$ cat config.mk
export PLATFORM = sky130hd
export DESIGN_NAME = is_uart_rx
export DESIGN_NICKNAME = d
export VERILOG_FILES = /design/src/rtl/is_uart_pkg.sv /design/src/rtl/is_uart_baud_cnt.sv /design/src/rtl/is_uart_rx.sv
export SDC_FILE = /design/constraint.sdc
export NUM_CORES = 1
export LEC_CHECK = 0
export ABC_AREA = 1
export CAP_MARGIN = 10
export CELL_PAD_IN_SITES_DETAIL_PLACEMENT = 0
export CELL_PAD_IN_SITES_GLOBAL_PLACEMENT = 1
export CORE_ASPECT_RATIO = 1.4
export CORE_MARGIN = 1.5
export CORE_UTILIZATION = 30
export CTS_BUF_LIST = sky130_fd_sc_hd__clkbuf_4 sky130_fd_sc_hd__clkbuf_8
export DETAILED_ROUTE_END_ITERATION = 12
export HOLD_SLACK_MARGIN = 0.05
export PLACE_DENSITY = 0.71
export SYNTH_ARGS = -nofsm -noshare
export SYNTH_HDL_FRONTEND = slang
export SYNTH_HIERARCHICAL = 1
export SYNTH_SLANG_ARGS = --single-unit
$ cat constraint.sdc
create_clock -name clk_i -period 2 [get_ports clk_i]
set_input_delay 0.4 -clock clk_i [delete_from_list [all_inputs] [get_ports clk_i]]
set_output_delay 0.4 -clock clk_i [all_outputs]
set_load 0.01 [all_outputs]
$ cat src/rtl/is_uart_pkg.sv
// Shared types and helpers for the UART receive path.
package is_uart_pkg;

   typedef enum logic [2:0] {
      WAIT_IDLE,
      IDLE,
      START,
      DATA,
      PARITY,
      STOP
   } rx_state_t;

   function automatic int clks_per_bit(input int clk, input int baud);
      return clk / baud;
   endfunction

   // Expected parity bit for the (zero-extended) data word.
   function automatic logic parity_calc(input logic [8:0] data, input logic odd);
      return (^data) ^ odd;
   endfunction

endpackage

$ cat src/rtl/is_uart_baud_cnt.sv
// Mid-bit tick generator: first tick HALF cycles after restart, then one every CLKS_PER_BIT.
module is_uart_baud_cnt #(
   parameter int CLKS_PER_BIT = 16
) (
   input  logic clk_i,
   input  logic rst_i,
   input  logic restart_i,
   output logic mid_tick_o
);

   localparam int HALF = CLKS_PER_BIT / 2;
   localparam int CW   = $clog2(CLKS_PER_BIT);

   logic [CW-1:0] cnt_q, cnt_d;
   logic          first_q, first_d;

   // The restart cycle is cycle 0, so the count lags the cycle index by one.
   assign mid_tick_o = first_q ? (cnt_q == CW'(HALF - 1)) : (cnt_q == CW'(CLKS_PER_BIT - 1));

   always_comb begin
      cnt_d   = cnt_q + CW'(1);
      first_d = first_q;
      if (restart_i) begin
         cnt_d   = '0;
         first_d = 1'b1;
      end else if (mid_tick_o) begin
         cnt_d   = '0;
         first_d = 1'b0;
      end
   end

   always_ff @(posedge clk_i or negedge rst_i) begin
      if (!rst_i) begin
         cnt_q   <= '0;
         first_q <= 1'b1;
      end else begin
         cnt_q   <= cnt_d;
         first_q <= first_d;
      end
   end

endmodule

$ cat src/rtl/is_uart_rx.sv
// UART receive deframer: start detect, mid-bit sampling, optional parity, stop check,
// and a valid/ready output register with framing, parity and overrun flags.
module is_uart_rx
   import is_uart_pkg::*;
#(
   parameter int CLK_FREQ_HZ = 50_000_000,
   parameter int BAUD        = 115_200,
   parameter int DATA_BITS   = 8,
   parameter int PARITY_EN   = 0,
   parameter int PARITY_ODD  = 0
) (
   input  logic                 clk_i,
   input  logic                 rst_i,
   input  logic                 uart_rxd_r_i,
   output logic [DATA_BITS-1:0] data_o,
   output logic                 valid_o,
   input  logic                 ready_i,
   output logic                 parity_err_o,
   output logic                 frame_err_o,
   output logic                 overrun_o,
   output logic                 busy_o
);

   localparam int CLKS_PER_BIT = clks_per_bit(CLK_FREQ_HZ, BAUD);

   if (CLKS_PER_BIT < 4 || DATA_BITS < 5 || DATA_BITS > 9) begin : g_param_check
      $fatal(1, "is_uart_rx: CLKS_PER_BIT must be >= 4 and DATA_BITS within 5..9");
   end

   rx_state_t            state_q, state_d;
   logic [3:0]           bit_cnt_q, bit_cnt_d;
   logic [DATA_BITS-1:0] shift_q, shift_d;
   logic                 par_bit_q, par_bit_d;
   logic [DATA_BITS-1:0] data_q, data_d;
   logic                 valid_q, valid_d;
   logic                 perr_q, perr_d;
   logic                 ferr_q, ferr_d;
   logic                 ovr_q, ovr_d;
   logic                 restart;
   logic                 mid_tick;
   logic [8:0]           shift_ext;

   is_uart_baud_cnt #(
      .CLKS_PER_BIT(CLKS_PER_BIT)
   ) u_baud_cnt (
      .clk_i     (clk_i),
      .rst_i     (rst_i),
      .restart_i (restart),
      .mid_tick_o(mid_tick)
   );

   assign shift_ext = 9'(shift_q);

   always_comb begin
      state_d   = state_q;
      bit_cnt_d = bit_cnt_q;
      shift_d   = shift_q;
      par_bit_d = par_bit_q;
      data_d    = data_q;
      valid_d   = valid_q & ~ready_i;
      perr_d    = perr_q;
      ferr_d    = 1'b0;
      ovr_d     = 1'b0;
      restart   = 1'b0;

      case (state_q)
         WAIT_IDLE: begin
            if (uart_rxd_r_i) state_d = IDLE;
         end
         IDLE: begin
            if (!uart_rxd_r_i) begin
               state_d = START;
               restart = 1'b1;
            end
         end
         START: begin
            if (mid_tick) begin
               // A start bit that is high again at mid-bit was only a glitch.
               if (uart_rxd_r_i) begin
                  state_d = IDLE;
               end else begin
                  state_d   = DATA;
                  bit_cnt_d = '0;
               end
            end
         end
         DATA: begin
            if (mid_tick) begin
               shift_d = {uart_rxd_r_i, shift_q[DATA_BITS-1:1]};
               if (bit_cnt_q == 4'(DATA_BITS - 1)) begin
                  bit_cnt_d = '0;
                  state_d   = (PARITY_EN != 0) ? PARITY : STOP;
               end else begin
                  bit_cnt_d = bit_cnt_q + 4'd1;
               end
            end
         end
         PARITY: begin
            if (mid_tick) begin
               par_bit_d = uart_rxd_r_i;
               state_d   = STOP;
            end
         end
         STOP: begin
            if (mid_tick) begin
               if (uart_rxd_r_i) begin
                  state_d = IDLE;
                  // An unaccepted word is kept; the new one is dropped and flagged.
                  if (!valid_q || ready_i) begin
                     data_d  = shift_q;
                     valid_d = 1'b1;
                     perr_d  = (PARITY_EN != 0) &&
                               (parity_calc(shift_ext, (PARITY_ODD != 0)) != par_bit_q);
                  end else begin
                     ovr_d = 1'b1;
                  end
               end else begin
                  ferr_d  = 1'b1;
                  state_d = WAIT_IDLE;
               end
            end
         end
         default: state_d = WAIT_IDLE;
      endcase
   end

   always_ff @(posedge clk_i or negedge rst_i) begin
      if (!rst_i) begin
         state_q   <= WAIT_IDLE;
         bit_cnt_q <= '0;
         shift_q   <= '0;
         par_bit_q <= 1'b0;
         data_q    <= '0;
         valid_q   <= 1'b0;
         perr_q    <= 1'b0;
         ferr_q    <= 1'b0;
         ovr_q     <= 1'b0;
      end else begin
         state_q   <= state_d;
         bit_cnt_q <= bit_cnt_d;
         shift_q   <= shift_d;
         par_bit_q <= par_bit_d;
         data_q    <= data_d;
         valid_q   <= valid_d;
         perr_q    <= perr_d;
         ferr_q    <= ferr_d;
         ovr_q     <= ovr_d;
      end
   end

   assign data_o       = data_q;
   assign valid_o      = valid_q;
   assign parity_err_o = perr_q;
   assign frame_err_o  = ferr_q;
   assign overrun_o    = ovr_q;
   // WAIT_IDLE is a post-reset/post-error hold, not an active frame.
   assign busy_o       = (state_q != IDLE) && (state_q != WAIT_IDLE);

endmodule
==> reports/qor.txt, run 1 <==
outcome - complete, no violations
post-synth net total - 220
post-cts resize count - 0
die span in y - 94.8 µm
Tightest Hold Check Type - reg2reg
final instance area - 0.00212 mm²
Final Hold Fails - 0
Seq/Total Area, Yosys - 0.500
fin nets - 240
initial core utilization - 0.310
vias in the first global route - 1342
worst skew pair latency - 280 ps
Std-Cell Rows - 33
Yosys reg bits - 36
CP Max Fanout - 6
Setup TNS - 0 ps
final-layout fill cell count - 608
synth-to-layout area growth - 17.8%
Ys Warns - 6
DR WL/cell - 11.0 µm
CP top delay family - buffers and inverters
# IOs - 17
Avg Vias per Cell - 4.54
global placement routability congestion - 0.750
worst path bufs/invs - 2
worst clock skew - 6.45 ps
Netlist cell types - 29
Max Cap Violations - 0
min Tclk post-route - 1880 ps
CTS buffer count - 5
Critical Path RT - 1600 ps
core box area - 0.00582 mm²
DR vias - 1386
Remaining DRCs - 0
CP endpoint kind - primary output
CTS root buf - clkbuf_8
Pre-antenna DRT Iters - 4
Tcrit/Tclk final - 0.942
Post CTS Setup Buffer Count - 0
ANT cells - 0
first-pass GRT wire length - 5890 µm
CP startpoint kind - register
hold_buf cts - 0
worst setup margin - 116 ps
LEAKAGE - 1.04 nW
peak supply drop - 0.000217 V
Max Fclk - 531 MHz
placed cell area - 0.00203 mm²
layout cells sized above 1 - 0.149
clock-pin transition on the worst setup and hold timing paths - 70 ps
CTS tree - built
die area - 0.00649 mm²
CTS Sinks - 36
RSZ-0062 raised after global routing - no
Worst Setup Slack post-DPL - 276 ps
Worst path max stage delay - 540 ps
clk buf depth - 2
DP HPWL - 2480 µm
Slew Limit Fails - 0
Mapped Cells - 214
grt total ovfl - 0
Power Density - 602 mW/mm²
largest net degree at the start of global routing - 37
H-tree depth - 2
worst setup path class - reg2out
Die X-Extent - 68.5 µm
slowest CP cell - clkdlybuf4s50_1
CP Cell Sequence - inv_2 -> nand2_1 -> clkdlybuf4s50_1
Netlist Area Pre-Place - 0.00180 mm²
gr usage total - 0.120
arrival time at the worst endpoint - 1480 ps
antenna viol nets, final - 0
# port buffers - 15
initial antenna violation count - 0
Iter 0 DRT Violations - 69
Hold Slack - 475 ps
WL final - 3350 µm
syn_area_per_cell - 8.43 µm²
final number of setup-violating endpoints - 0
-- worst paths after layout --
| check | slack (ps) | depth (start not counted) | end | start |
|---|---|---|---|---|
| setup / recovery | 120 | 3 | busy_o | state_q[1] |
| hold / removal | 480 | 2 | data_o[1] | data_o[1] |
| setup reg to reg | 280 | 11 | state_q[0] | u_baud_cnt/first_q |
| hold reg to reg | 480 | 2 | data_o[1] | data_o[1] |
| max in group asynchronous | 1110 | 2 | u_baud_cnt/first_q | rst_i |
| min in group asynchronous | 530 | 2 | data_o[1] | rst_i |
-- where the power goes --
group | leakage (nW) | switching, mW | internal [mW]
Sequential | 0.475 | 0.0000000000000000276 | 0.728
Clock | 0.0510 | 0.247 | 0.275
Combinational | 0.516 | 0.0224 | 0.00859
-- cell usage in the layout, fill, tap and decap left out, types with 4 or more instances in the layout --
cell	Yosys	final
nand3_1	17	17
nand2_1	49	49
xor2_1	5	5
nor2_1	28	28
inv_1	25	25
clkdlybuf4s50_1	0	15
dfrtp_1	35	35
buf_4	2	4
nand4_1	12	12
clkbuf_8	0	6
o21ai_2	4	4
-- stage by stage --
step                      cells  power (mW)  utilization
after floorplan             214       0.752            -
after global placement      297       0.774        0.349
after detailed placement    297       0.774        0.349
after CTS                   305        1.32        0.365
after global routing        305        1.35        0.365
final                       305        1.28        0.365
-- tightest hold or removal path, delay by kind of cell, from the launching register on --
kind	cells	cell delay, ps
AND/OR/NAND/NOR	2	90
flip-flops	1	350
-- sequential cells by signal (all words and copies together), names as in the netlist --
register and flops:
bit_cnt_q 4, data_o 8, frame_err_o 1, overrun_o 1, shift_q 8, state_q 3
u_baud_cnt/cnt_q 9, u_baud_cnt/first_q 1, valid_o 1
-- final cells by class --
type	instances	area, µm²	share of cell area
Clock buffer	6	82.6	0.0389
Clock inverter	2	10.0	0.00471
Inverter	27	101	0.0477
Multi-Input combinational cell	145	761	0.358
Sequential cell	36	902	0.425
Tap cell	70	87.6	0.0412
Timing Repair Buffer	19	180	0.0848
-- kinds of logic (layout without fill, tap and decap cells) --
group / count (synthesis) / after routing / synth area share
xor gates and xnor gates: 6 / 6 / 0.0291
AOI/OAI and AO/OA: 14 / 14 / 0.0534
other: 1 / 1 / 0.00208
adders and majority gates: 2 / 2 / 0.0139
buffers and inverters: 33 / 54 / 0.0784
DFF: 36 / 36 / 0.500
and+or+nand+nor: 122 / 122 / 0.323
-- cells in the mapped netlist (all sizes together) --
library cell / count / area [µm²]
dfrtp: 35 / 876
ha: 2 / 25.0
clkbuf: 1 / 5.00
nor2: 33 / 146
nand3: 21 / 133
a21oi: 5 / 36.3
dfstp: 1 / 26.3
nor3: 3 / 15.0
buf: 5 / 35.0
xor2: 5 / 43.8
conb: 1 / 3.75
nand4: 12 / 75.1
inv: 27 / 101
nand2: 53 / 214
xnor2: 1 / 8.76
o21ai: 9 / 60.1
-- per-layer routing --
metal,GRT usage,up-vias,share of wire
li1,-,717,-
met1,0.146,646,0.45
met2,0.197,18,0.51
met3,0.0322,5,0.030
met4,0.0500,0,0.017
met5,0,-,0
No activity file was read; power rests on OpenSTA's default activity.
==> run 2: changes to the inputs <==
Settings changed: CTS_CLUSTER_DIAMETER from default to 40.
==> results of run 2 <==
The final DEF is identical to that of run 1; final timing and power are the same.
==> run 3: changes to the inputs <==
Settings changed: PLACE_DENSITY 0.71 to default, PLACE_DENSITY_LB_ADDON from default to 0.1.
==> run 3 against run 2 <==
  * Critical path depth stayed put
  * Sequential power about the same
  * Via count is essentially flat
  * Register-to-register slack is essentially flat
  * Combinational power is 3% lower
  * Global-route usage is 1.4 points higher
  * Setup slack gained 15 ps
  * Utilization is 0.17 points lower
==> reports/qor.txt, run 3 (synthesized netlist as in run 1, its figures left out) <==
worst clock skew - 4.85 ps
Avg Vias per Cell - 4.54
Tightest Hold Check Type - in2async
worst reg2reg setup slack - 290 ps
Top reg by flops - u_baud_cnt/cnt_q
vias in the first global route - 1341
peak supply drop - 0.000255 V
CP top delay family - buffers and inverters
Worst path max stage delay - 540 ps
grt total ovfl - 0
most common cell after layout, fill and taps aside - nand2_1
CTS buffer count - 5
min Tclk post-route - 1870 ps
worst path bufs/invs - 2
layout cells sized above 1 - 0.153
Remaining DRCs - 0
most frequent cells in the layout - nand2_1, dfrtp_1, nor2_1
Iter 0 DRT Violations - 49
die area - 0.00649 mm²
core box area - 0.00582 mm²
fin nets - 240
H-tree depth - 2
RSZ-0062 raised after global routing - no
initial core utilization - 0.310
slowest CP cell - clkdlybuf4s50_1
worst skew pair latency - 290 ps
Tcrit/Tclk final - 0.934
Critical Path RT - 1600 ps
DP HPWL - 2730 µm
CTS Sinks - 36
WL final - 3790 µm
final instance area - 0.00211 mm²
CP endpoint kind - primary output
post-cts resize count - 0
Max Cap Violations - 0
Setup TNS - 0 ps
DR WL/cell - 12.4 µm
global placement routability congestion - 0.710
CP Max Fanout - 6
ANT cells - 0
max FFs per register - 9
initial antenna violation count - 0
final number of setup-violating endpoints - 0
Final Hold Fails - 0
clk buf depth - 2
outcome - complete, no violations
die span in y - 94.8 µm
worst setup path class - reg2out
total chip power - 1.28 mW
placed cell area - 0.00203 mm²
CP Cell Sequence - inv_2 -> nand2_1 -> clkdlybuf4s50_1
LEAKAGE - 1.04 nW
CP Depth - 3
Power Density - 606 mW/mm²
Std-Cell Rows - 33
Slew Limit Fails - 0
worst setup margin - 131 ps
CTS tree - built
non-filler instance count after layout - 305
final-layout fill cell count - 619
Pre-antenna DRT Iters - 4
clock-pin transition on the worst setup and hold timing paths - 80 ps
Hold Slack - 147 ps
CTS root buf - clkbuf_8
DR vias - 1385
Core Util, Final - 0.363
Worst Setup Slack post-DPL - 285 ps
hold_buf cts - 0
antenna viol nets, final - 0
Placed Cells - 297
Post CTS Setup Buffer Count - 0
FF-to-FF path depth - 11
# IOs - 17
Max Fclk - 535 MHz
gr usage total - 0.134
largest net degree at the start of global routing - 37
# port buffers - 15
Die X-Extent - 68.5 µm
synth-to-layout area growth - 17.2%
first-pass GRT wire length - 6530 µm
CP startpoint kind - register
arrival time at the worst endpoint - 1470 ps
[run 3: cell count changes in the layout (fill, tap and decap cells not counted)]
cell / previous run / this run
clkbuf_8: 6 / 5
buf_2: 0 / 1
clkdlybuf4s50_1: 15 / 14
clkinv_4: 0 / 1
[run 3: area by class of cell]
cell class	count	area (µm²)	share of cell area
flip-flops and latches	36	902	0.427
inverters	27	101	0.0479
multi-input cells	145	761	0.360
clock inverters	3	18.8	0.00888
clock buffers	5	68.8	0.0325
well taps	70	87.6	0.0414
repair buffers	19	175	0.0828
[run 3: layer usage]
| layer | part of all wire | up-vias | wire length [µm] | track usage |
|---|---|---|---|---|
| met5 | 0 | - | 0 | 0 |
| met4 | 0.018 | 0 | 67 | 0.0533 |
| met3 | 0.030 | 6 | 112 | 0.0310 |
| met2 | 0.50 | 24 | 1910 | 0.213 |
| met1 | 0.45 | 637 | 1700 | 0.173 |
| li1 | - | 718 | - | - |
[run 3: final timing paths]
kind                                     from                  end
setup reg to reg           u_baud_cnt/first_q           state_q[0]
setup / recovery                   state_q[1]               busy_o
hold / removal                          rst_i  u_baud_cnt/cnt_q[2]
max in group asynchronous               rst_i   u_baud_cnt/first_q
hold reg to reg                     data_o[5]            data_o[5]
min in group clk_i                  data_o[5]            data_o[5]
[run 3: where the power goes]
| group | internal [mW] | switching [mW] |
|---|---|---|
| Clock | 0.243 | 0.282 |
| Combinational | 0.00759 | 0.0226 |
| Sequential | 0.727 | 0.0000000000000000188 |
